[config.mk]
export PLATFORM = sky130hd
export DESIGN_NAME = hazard_scoreboard_flat
export DESIGN_NICKNAME = d
export VERILOG_FILES = /design/src/rtl/cpu_pkg.sv /design/src/rtl/hazard_scoreboard_if.sv /design/src/rtl/hazard_src_resolve.sv /design/src/rtl/hazard_scoreboard.sv /design/src/flat_wrapper.sv
export SDC_FILE = /design/constraint.sdc
export NUM_CORES = 1
export LEC_CHECK = 0
export ABC_CLOCK_PERIOD_IN_PS = 3800
export CELL_PAD_IN_SITES_DETAIL_PLACEMENT = 0
export CELL_PAD_IN_SITES_GLOBAL_PLACEMENT = 1
export CORE_UTILIZATION = 29
export DETAILED_ROUTE_END_ITERATION = 6
export PLACE_DENSITY = 0.87
export SLEW_MARGIN = 20
export SYNTH_ARGS = -nofsm -noshare
export SYNTH_HDL_FRONTEND = slang
export SYNTH_HIERARCHICAL = 1
export SYNTH_SLANG_ARGS = --single-unit
[constraint.sdc]
create_clock -name clka -period 3.8 [get_ports clka]
set_input_delay 0.38 -clock clka [delete_from_list [all_inputs] [get_ports clka]]
set_output_delay 0.38 -clock clka [all_outputs]
set_load 0.005 [all_outputs]
[src/rtl/cpu_pkg.sv]
// Shared types and constants for the issue-stage hazard logic.
// Scoreboard entries store a zero-extended register index so one struct serves any REG_BITS up to REG_BITS_MAX.
package cpu_pkg;
   localparam int REG_BITS_DEF = 5;
   localparam int DATA_W_DEF   = 32;
   localparam int REG_BITS_MAX = 8;

   localparam logic [3:0] SEL_RF = 4'd0;

   typedef logic [REG_BITS_MAX-1:0] reg_idx_t;

   typedef struct packed {
      logic     valid;
      logic     wr_en;
      reg_idx_t rd;
   } sb_entry_t;

   // Entry k forwards with select code k+1.
   function automatic logic [3:0] sel_from_entry(input int k);
      return 4'(k + 1);
   endfunction
endpackage

[src/rtl/hazard_scoreboard_if.sv]
// Issue-slot, pipeline-result and hazard-response signals between the ID stage and the scoreboard.
// The master modport is the ID stage side; the slave modport is the scoreboard side.
interface hazard_scoreboard_if #(
   parameter int REG_BITS = cpu_pkg::REG_BITS_DEF,
   parameter int DATA_W   = cpu_pkg::DATA_W_DEF,
   parameter int DEPTH    = 3,
   parameter int CNT_W    = 16
);
   logic                    id_valid;
   logic [REG_BITS-1:0]     id_rs;
   logic [REG_BITS-1:0]     id_rt;
   logic                    id_rs_used;
   logic                    id_rt_used;
   logic                    id_wr_en;
   logic [REG_BITS-1:0]     id_wr_reg;
   logic                    flush;
   logic [DEPTH*DATA_W-1:0] stage_data;
   logic [DEPTH-1:0]        stage_data_ok;
   logic                    stall;
   logic [3:0]              fwd_sel_rs;
   logic [3:0]              fwd_sel_rt;
   logic [DATA_W-1:0]       fwd_rs_data;
   logic [DATA_W-1:0]       fwd_rt_data;
   logic [CNT_W-1:0]        stall_count;

   modport master (
      output id_valid, id_rs, id_rt, id_rs_used, id_rt_used, id_wr_en, id_wr_reg,
      output flush, stage_data, stage_data_ok,
      input  stall, fwd_sel_rs, fwd_sel_rt, fwd_rs_data, fwd_rt_data, stall_count
   );

   modport slave (
      input  id_valid, id_rs, id_rt, id_rs_used, id_rt_used, id_wr_en, id_wr_reg,
      input  flush, stage_data, stage_data_ok,
      output stall, fwd_sel_rs, fwd_sel_rt, fwd_rs_data, fwd_rt_data, stall_count
   );
endinterface

[src/rtl/hazard_src_resolve.sv]
// Resolves one source operand against the in-flight scoreboard: youngest matching producer wins,
// then either forwards its final result or requests a stall.
module hazard_src_resolve import cpu_pkg::*; #(
   parameter int REG_BITS = REG_BITS_DEF,
   parameter int DATA_W   = DATA_W_DEF,
   parameter int DEPTH    = 3,
   parameter int FWD_EN   = 1
) (
   input  logic                    src_used_i,
   input  logic [REG_BITS-1:0]     src_idx_i,
   input  sb_entry_t [DEPTH-1:0]   entries_i,
   input  logic [DEPTH*DATA_W-1:0] stage_data_i,
   input  logic [DEPTH-1:0]        stage_data_ok_i,
   output logic                    need_stall_o,
   output logic [3:0]              fwd_sel_o,
   output logic [DATA_W-1:0]       fwd_data_o
);
   logic [DEPTH-1:0] match;

   // r0 is hardwired, so it never creates a dependency.
   always_comb begin
      match = '0;
      for (int k = 0; k < DEPTH; k++) begin
         match[k] = src_used_i && (src_idx_i != '0) && entries_i[k].valid &&
                    entries_i[k].wr_en && (entries_i[k].rd == reg_idx_t'(src_idx_i));
      end
   end

   // Walk oldest to youngest so the lowest matching k has the last word.
   always_comb begin
      need_stall_o = 1'b0;
      fwd_sel_o    = SEL_RF;
      fwd_data_o   = '0;
      for (int k = DEPTH-1; k >= 0; k--) begin
         if (match[k]) begin
            if (FWD_EN != 0 && stage_data_ok_i[k]) begin
               need_stall_o = 1'b0;
               fwd_sel_o    = sel_from_entry(k);
               fwd_data_o   = stage_data_i[k*DATA_W +: DATA_W];
            end else begin
               need_stall_o = 1'b1;
               fwd_sel_o    = SEL_RF;
               fwd_data_o   = '0;
            end
         end
      end
   end
endmodule

[src/rtl/hazard_scoreboard.sv]
// In-order pipeline hazard scoreboard: tracks DEPTH in-flight writers after issue, resolves rs/rt
// dependencies combinationally and counts stall cycles with saturation.
module hazard_scoreboard import cpu_pkg::*; #(
   parameter int REG_BITS = REG_BITS_DEF,
   parameter int DATA_W   = DATA_W_DEF,
   parameter int DEPTH    = 3,
   parameter int FWD_EN   = 1,
   parameter int CNT_W    = 16
) (
   input  logic               clka,
   input  logic               rst_n,
   hazard_scoreboard_if.slave bus
);
   sb_entry_t [DEPTH-1:0] entries_q;
   sb_entry_t [DEPTH-1:0] entries_d;
   logic [CNT_W-1:0]      stall_count_q;
   logic [CNT_W-1:0]      stall_count_d;

   logic       stall_rs;
   logic       stall_rt;
   logic       stall;
   logic       issue;
   logic [3:0] sel_rs;
   logic [3:0] sel_rt;
   logic [DATA_W-1:0] data_rs;
   logic [DATA_W-1:0] data_rt;

   hazard_src_resolve #(
      .REG_BITS(REG_BITS), .DATA_W(DATA_W), .DEPTH(DEPTH), .FWD_EN(FWD_EN)
   ) u_rs (
      .src_used_i      (bus.id_rs_used),
      .src_idx_i       (bus.id_rs),
      .entries_i       (entries_q),
      .stage_data_i    (bus.stage_data),
      .stage_data_ok_i (bus.stage_data_ok),
      .need_stall_o    (stall_rs),
      .fwd_sel_o       (sel_rs),
      .fwd_data_o      (data_rs)
   );

   hazard_src_resolve #(
      .REG_BITS(REG_BITS), .DATA_W(DATA_W), .DEPTH(DEPTH), .FWD_EN(FWD_EN)
   ) u_rt (
      .src_used_i      (bus.id_rt_used),
      .src_idx_i       (bus.id_rt),
      .entries_i       (entries_q),
      .stage_data_i    (bus.stage_data),
      .stage_data_ok_i (bus.stage_data_ok),
      .need_stall_o    (stall_rt),
      .fwd_sel_o       (sel_rt),
      .fwd_data_o      (data_rt)
   );

   assign stall = bus.id_valid && !bus.flush && (stall_rs || stall_rt);
   assign issue = bus.id_valid && !stall && !bus.flush;

   // Flush kills everything in flight as well as the instruction trying to issue.
   always_comb begin
      entries_d = '0;
      if (!bus.flush) begin
         if (issue) begin
            entries_d[0].valid = 1'b1;
            entries_d[0].wr_en = bus.id_wr_en;
            entries_d[0].rd    = reg_idx_t'(bus.id_wr_reg);
         end
         for (int k = 1; k < DEPTH; k++) begin
            entries_d[k] = entries_q[k-1];
         end
      end
   end

   always_comb begin
      stall_count_d = stall_count_q;
      if (stall && (stall_count_q != '1)) begin
         stall_count_d = stall_count_q + 1'b1;
      end
   end

   always_ff @(posedge clka or negedge rst_n) begin
      if (!rst_n) begin
         entries_q     <= '0;
         stall_count_q <= '0;
      end else begin
         entries_q     <= entries_d;
         stall_count_q <= stall_count_d;
      end
   end

   assign bus.stall       = stall;
   assign bus.fwd_sel_rs  = sel_rs;
   assign bus.fwd_sel_rt  = sel_rt;
   assign bus.fwd_rs_data = data_rs;
   assign bus.fwd_rt_data = data_rt;
   assign bus.stall_count = stall_count_q;
endmodule

[src/flat_wrapper.sv]
// flat-port wrapper written by rule: the top's interface ports become plain ports
module hazard_scoreboard_flat import cpu_pkg::*;
#(
   parameter int REG_BITS = REG_BITS_DEF,
   parameter int DATA_W   = DATA_W_DEF,
   parameter int DEPTH    = 3,
   parameter int FWD_EN   = 1,
   parameter int CNT_W    = 16
)
  (clka, rst_n, bus_id_valid, bus_id_rs, bus_id_rt, bus_id_rs_used, bus_id_rt_used, bus_id_wr_en, bus_id_wr_reg, bus_flush, bus_stage_data, bus_stage_data_ok, bus_stall, bus_fwd_sel_rs, bus_fwd_sel_rt, bus_fwd_rs_data, bus_fwd_rt_data, bus_stall_count);
  hazard_scoreboard_if #(.REG_BITS(REG_BITS), .DATA_W(DATA_W), .DEPTH(DEPTH), .CNT_W(CNT_W)) bus_i ();
  input  logic clka;
  input  logic rst_n;
  input wire logic [$bits(bus_i.id_valid)-1:0] bus_id_valid;
  input wire logic [$bits(bus_i.id_rs)-1:0] bus_id_rs;
  input wire logic [$bits(bus_i.id_rt)-1:0] bus_id_rt;
  input wire logic [$bits(bus_i.id_rs_used)-1:0] bus_id_rs_used;
  input wire logic [$bits(bus_i.id_rt_used)-1:0] bus_id_rt_used;
  input wire logic [$bits(bus_i.id_wr_en)-1:0] bus_id_wr_en;
  input wire logic [$bits(bus_i.id_wr_reg)-1:0] bus_id_wr_reg;
  input wire logic [$bits(bus_i.flush)-1:0] bus_flush;
  input wire logic [$bits(bus_i.stage_data)-1:0] bus_stage_data;
  input wire logic [$bits(bus_i.stage_data_ok)-1:0] bus_stage_data_ok;
  output wire logic [$bits(bus_i.stall)-1:0] bus_stall;
  output wire logic [$bits(bus_i.fwd_sel_rs)-1:0] bus_fwd_sel_rs;
  output wire logic [$bits(bus_i.fwd_sel_rt)-1:0] bus_fwd_sel_rt;
  output wire logic [$bits(bus_i.fwd_rs_data)-1:0] bus_fwd_rs_data;
  output wire logic [$bits(bus_i.fwd_rt_data)-1:0] bus_fwd_rt_data;
  output wire logic [$bits(bus_i.stall_count)-1:0] bus_stall_count;
  assign bus_i.id_valid = bus_id_valid;
  assign bus_i.id_rs = bus_id_rs;
  assign bus_i.id_rt = bus_id_rt;
  assign bus_i.id_rs_used = bus_id_rs_used;
  assign bus_i.id_rt_used = bus_id_rt_used;
  assign bus_i.id_wr_en = bus_id_wr_en;
  assign bus_i.id_wr_reg = bus_id_wr_reg;
  assign bus_i.flush = bus_flush;
  assign bus_i.stage_data = bus_stage_data;
  assign bus_i.stage_data_ok = bus_stage_data_ok;
  assign bus_stall = bus_i.stall;
  assign bus_fwd_sel_rs = bus_i.fwd_sel_rs;
  assign bus_fwd_sel_rt = bus_i.fwd_sel_rt;
  assign bus_fwd_rs_data = bus_i.fwd_rs_data;
  assign bus_fwd_rt_data = bus_i.fwd_rt_data;
  assign bus_stall_count = bus_i.stall_count;
  hazard_scoreboard #(.REG_BITS(REG_BITS), .DATA_W(DATA_W), .DEPTH(DEPTH), .FWD_EN(FWD_EN), .CNT_W(CNT_W)) u_core (.clka(clka), .rst_n(rst_n), .bus(bus_i));
endmodule
## After elaboration in Yosys (flattened, before gate mapping)

Cells that the tools add are included.

- Register bits: 46
- Bits of input ports: 121
- Logic and storage cells: 77

- $add $sub $neg: 1
- Eq/ne operators: 7
- Mux-type cells: 29
- Reductions and logical operators: 30

Operators with widths:

| kind | number |
|---|---|
| two-way mux 32 bit | 9 |
| == test 8 x 5 -> 1 bit | 6 |
| two-way mux 30 bit | 1 |
| logical AND 1 bit | 25 |
| two-way mux 4 bit | 6 |
| adder 16 x 1 -> 16 bit, second input constant | 1 |
| inequality test 16 bit, second input constant | 1 |
| two-way mux 1 bit | 10 |
| two-way mux 10 bit | 1 |
| nonzero test 5 bit | 2 |
| two-way mux 2 bit | 2 |
| logical NOT 1 bit | 2 |
| logical OR 1 bit | 1 |

## Depth between registers and ports, before layout

Gate-level depths: netlist (run 1).

- Word-level depth: 15
- Mapped depth: 11
- Gate-level depth less buffers: 9

## Cells and area by module

The synthesis (run 1) kept the hierarchy.

By module, submodules not included:

| module | instances | cells an instance | area an instance (um^2) | seq. area each (um^2) |
|---|---|---|---|---|
| hazard_src_resolve | 2 | 272 | 1595.3 | 0.0 |
| hazard_scoreboard | 1 | 116 | 1466.4 | 925.9 |

## Least setup slack after synthesis (run 1)

OpenSTA, ideal clock, no wires.

- Path type: in2reg
- Start point: input bus_id_rt[1]
- End point: register u_core.stall_count_q[12], in the netlist u_core/bus.stall_count[12]
- Setup time: 125 ps
- Data arrival time: 2695 ps
- Required time: 3675 ps
- Path slack: 980 ps
- Stages: 11
- Buffers on the path: 2
- Path through: or4_4 > o21ai_4 > nor4_1 > clkbuf_1 > nand2_1 > o21a_1 > nor2_1 > or3_1 > clkbuf_1 > nor3_1 > mux2_2

- Longest elaborated chain between the ends: 11
- Elaborated cells between the ends (all ways): 20

Ends and longest elaborated chain:

| what | RTL line | text |
|---|---|---|
| from (decl) | flat_wrapper.sv:16 | `input wire logic [$bits(bus_i.id_rt)-1:0] bus_id_rt;` |
| nonzero test 5 bit | hazard_src_resolve.sv:24 | `match[k] = src_used_i && (src_idx_i != '0) && entries_i[k].valid &&` |
| logical AND 1 bit (3 in a row) | hazard_src_resolve.sv:24 |  |
| logical AND 1 bit | hazard_src_resolve.sv:25 | `entries_i[k].wr_en && (entries_i[k].rd == reg_idx_t'(src_idx_i));` |
| two-way mux 1 bit (2 in a row) | hazard_src_resolve.sv:35 | `if (match[k]) begin` |
| two-way mux 1 bit (*) | hazard_src_resolve.sv:35 |  |
| via u_core.stall_rt | hazard_scoreboard.sv:20 | `logic stall_rt;` |
| logical OR 1 bit (*) | hazard_scoreboard.sv:54 | `assign stall = bus.id_valid && !bus.flush && (stall_rs \|\| stall_rt);` |
| logical AND 1 bit (*) | hazard_scoreboard.sv:54 |  |
| logical AND 1 bit (*) | hazard_scoreboard.sv:74 | `if (stall && (stall_count_q != '1)) begin` |
| to (signal assigned) | hazard_scoreboard.sv:85 | `stall_count_q <= stall_count_d;` |
| to (decl) | hazard_scoreboard.sv:16 | `logic [CNT_W-1:0] stall_count_q;` |

Mark *: on every way through the listed nets, which the timed path passes. The rest lies on a longest branch.
A chain may end at the register's enable or synchronous reset.

## Worst setup path in the final report (run 1)

- Start point: input bus_id_rs[1]
- End point: output bus_fwd_rs_data[18]

- Longest elaborated chain between the ends: 8
- Elaborated cells between the ends (all ways): 17

Ends and longest elaborated chain:

| what | RTL line | text |
|---|---|---|
| from (decl) | flat_wrapper.sv:15 | `input wire logic [$bits(bus_i.id_rs)-1:0] bus_id_rs;` |
| nonzero test 5 bit | hazard_src_resolve.sv:24 |  |
| logical AND 1 bit (3 in a row) | hazard_src_resolve.sv:24 |  |
| logical AND 1 bit | hazard_src_resolve.sv:25 |  |
| two-way mux 32 bit (2 in a row) | hazard_src_resolve.sv:35 |  |
| two-way mux 32 bit (*) | hazard_src_resolve.sv:35 |  |
| to (decl) | flat_wrapper.sv:27 | `output wire logic [$bits(bus_i.fwd_rs_data)-1:0] bus_fwd_rs_data;` |

Mark *: on every way between the ends. The rest lies on a longest branch, timed or not.

==> flow_metrics.env, run 1 <==
export IMPL_outcome="complete, no violations"
export IMPL_post_drt_wl_per_cell_um=19.33
export IMPL_yosys_warnings=6
export IMPL_worst_setup_path_end_kind="primary output"
export IMPL_critPathRequiredTime_ns=3.42
export IMPL_ios=210
export IMPL_grt_pass1_wl_um=31220
export IMPL_synth_top_area_share_pct=19.88
export IMPL_grt_pass1_vias=5728
export IMPL_fin_worst_skew_ns=0.005954
export IMPL_critPathKind="primary input to primary output"
export IMPL_seq_area_frac_synth_pct=19.88
export IMPL_cts_inserted_buffers=5
export IMPL_placed_area_um2=7043
export IMPL_n_antenna_cell=0
export IMPL_fmax_ghz=0.2709
export IMPL_drive_gt1_share_pct=9.445
export IMPL_clock_sinks=37
export IMPL_cts_root_buf="clkbuf_16"
export IMPL_yosysTopAreaCell="dfrtp_1"
export IMPL_ys_seq_elements=37
export IMPL_worst_hold_path_type="register to register"
export IMPL_path_max_fanout=17
export IMPL_vias_per_cell=5.800
export IMPL_antenna_found_initial=0
export IMPL_synth_cells=660
export IMPL_rows=45
export IMPL_ys_types=43
export IMPL_first_pass_iters=5
export IMPL_cts_hold_buf=0
export IMPL_post_cts_setup_buffers=0
export IMPL_hold_viol_final=0
export IMPL_worst_pin_slew_ns=0.9803
export IMPL_clock_latency_ns=0.28
export IMPL_nets=968
export IMPL_grt_max_degree=56
export IMPL_io_buffers=205
export IMPL_via_count=6136
export IMPL_htreeDepth=2
export IMPL_avgSynthCellArea_um2=7.056
export IMPL_drtIter0Drc=582
export IMPL_clkTransAtPathRegs_ns=0.06
export IMPL_period_share_pct=97.14
export IMPL_hpwl_um=14440
export IMPL_maxCapViolations=0
export IMPL_post_cts_resized=0
export IMPL_timing_slew_headroom_pct=34.65
export IMPL_n_fill_cell=1570
export IMPL_arrival_ns=3.31
export IMPL_final_area_um2=7189
export IMPL_layout_min_cycle_time_ns=3.691
export IMPL_synthTopCellsByArea="dfrtp_1, a21oi_1, or4_1"
export IMPL_rsz0062_at_grt="no"
export IMPL_die_h_um=128.7
export IMPL_drc=0
export IMPL_cts_buffer_depth=2
export IMPL_layout_area_overhead_vs_synth_pct=54.38
export IMPL_grt_remaining_overflow=0
export IMPL_setup_viol=0
export IMPL_maxSlewViolCount=0
export IMPL_gp_congestion=0.8592
export IMPL_mappedNetlistArea_um2=4657
export IMPL_p_per_area_nw_per_um2=157.7
export IMPL_initial_core_util_pct=30.19
export IMPL_cts_tree="built"
export IMPL_vdd_ir_drop_max_v=0.0002302
export IMPL_core_area_um2=15430
export IMPL_grt_use_total_pct=23.54
export IMPL_p_leak_uw=0.002717
export IMPL_finalWirelength_um=20450
export IMPL_start_kind="primary input"
export IMPL_die_area_um2=16570
export IMPL_die_w_um=128.7
export IMPL_fin_setup_tns_ns=0
export IMPL_detail_route_antenna_nets=0
[per-layer routing]
layer | global-route usage (%) | vias up | part of all wire [%]
li1 | - | 2881 | -
met3 | 3.867 | 37 | 8.7
met1 | 30.91 | 2863 | 42
met4 | 6.574 | 0 | 2.0
met5 | 0 | - | 0
met2 | 39.71 | 355 | 47
[synthesized netlist by cell type (all sizes together)]
cell    instances
nor4b           1
xnor2          28
o21a            2
and3           46
nand2          14
xor2           16
mux2            2
or2             2
nor3b           4
nand4          29
inv             1
or3             1
buf             9
or4            71
nor4            8
and2           11
nand3          72
nand3b          2
conb            3
nand2b          1
dfrtp          37
a31oi          64
ha              1
a21oi         110
and4            2
nand4b          4
clkbuf         76
nor2b          14
nor3            9
nor2           14
o21ai           4
o31ai           2
[worst max-delay path: stages]
cell and delay [ns]:
clkdlybuf4s50_1 0.52, or4_4 0.62, o21ai_4 0.17, nor3_4 0.13, buf_4 0.21, or4_1 0.50, a21oi_1 0.22, clkdlybuf4s50_1 0.55
[placed cells by master (no fill, tap or decap), drive strengths merged, types with 8 or more instances in the layout]
cell type / Yosys / final
nor3: 9 / 9
a31oi: 64 / 64
a21oi: 110 / 110
xnor2: 28 / 28
and2: 11 / 11
or4: 71 / 71
and3: 46 / 46
nor4: 8 / 8
xor2: 16 / 16
nor2: 14 / 14
clkdlybuf4s50: 0 / 202
nand2: 14 / 14
buf: 9 / 39
nand3: 72 / 72
nor2b: 14 / 14
conb: 3 / 26
dfrtp: 37 / 37
nand4: 29 / 29
[logic make-up after synthesis]
kind of cell | count (synthesis) | synth area share (%)
AND/OR/NAND/NOR | 305 | 40.84
AO/OA/AOI/OAI | 182 | 21.98
buffers and inverters | 86 | 7.953
XOR/XNOR | 44 | 8.275
adder cells (fa/ha/maj) | 1 | 0.2686
multiplexers | 2 | 0.5641
other | 3 | 0.2418
flip-flops | 37 | 19.88
[worst paths after layout]
path,cells after the start,slack (ns),end,from
worst min register to register,1,0.51,u_core/bus.stall_count[15]$_DFFE_PN0P_,u_core/bus.stall_count[15]$_DFFE_PN0P_
worst max-delay path,8,0.11,bus_fwd_rs_data[18],bus_id_rs[1]
min in group asynchronous,2,0.52,u_core/bus.stall_count[14]$_DFFE_PN0P_,rst_n
worst min-delay path,1,0.51,u_core/bus.stall_count[15]$_DFFE_PN0P_,u_core/bus.stall_count[15]$_DFFE_PN0P_
max in group asynchronous,2,2.94,u_core/entries_q[10]$_DFF_PN0_,rst_n
worst max register to register,10,0.79,u_core/bus.stall_count[12]$_DFFE_PN0P_,u_core/entries_q[20]$_DFF_PN0_
[final cells by class]
| type | count | area (um2) | area share [%] |
|---|---|---|---|
| Multi-Input combinational cell | 560 | 3492 | 48.57 |
| Sequential cell | 37 | 925.9 | 12.88 |
| Clock inverter | 3 | 21.27 | 0.2959 |
| Inverter | 1 | 3.754 | 0.05221 |
| Timing Repair Buffer | 241 | 2357 | 32.79 |
| Tap cell | 211 | 264.0 | 3.672 |
| Clock buffer | 5 | 125.1 | 1.740 |
[where the power goes]
part           switching, uW  internal (uW)
logic                    157            164
registers               6.10            400
clock network            163            244
[per-stage QoR]
step	utilization, %	hold WS (ns)	total power, uW	worst slack, ns	instances
detailed placement	45.65	0.5002	730.0	0.1116	1050
global route	46.60	0.5382	1185	0.01155	1058
global placement	45.65	0.4924	730.0	0.1225	1050
finish	46.60	0.5141	1134	0.1086	1058
floorplan	-	0.08441	531.7	0.9803	683
CTS	46.60	0.5130	1142	0.1182	1058
[sequential cells by signal, summed over array words and instances, names as in the netlist]
register	flops
u_core/entries_q	21
u_core/bus.stall_count	16
Note: power is estimated with default switching activity, not from simulation.
==> run 2, diff against run 1 <==
--- a/config.mk
+++ b/config.mk
@@ -6,6 +6,7 @@
 export NUM_CORES = 1
 export LEC_CHECK = 0
 export ABC_CLOCK_PERIOD_IN_PS = 3800
+export CAP_MARGIN = 20
 export CELL_PAD_IN_SITES_DETAIL_PLACEMENT = 0
 export CELL_PAD_IN_SITES_GLOBAL_PLACEMENT = 1
 export CORE_UTILIZATION = 29
==> results of run 2 <==
Final layout, timing and power as in run 1 (identical DEF).
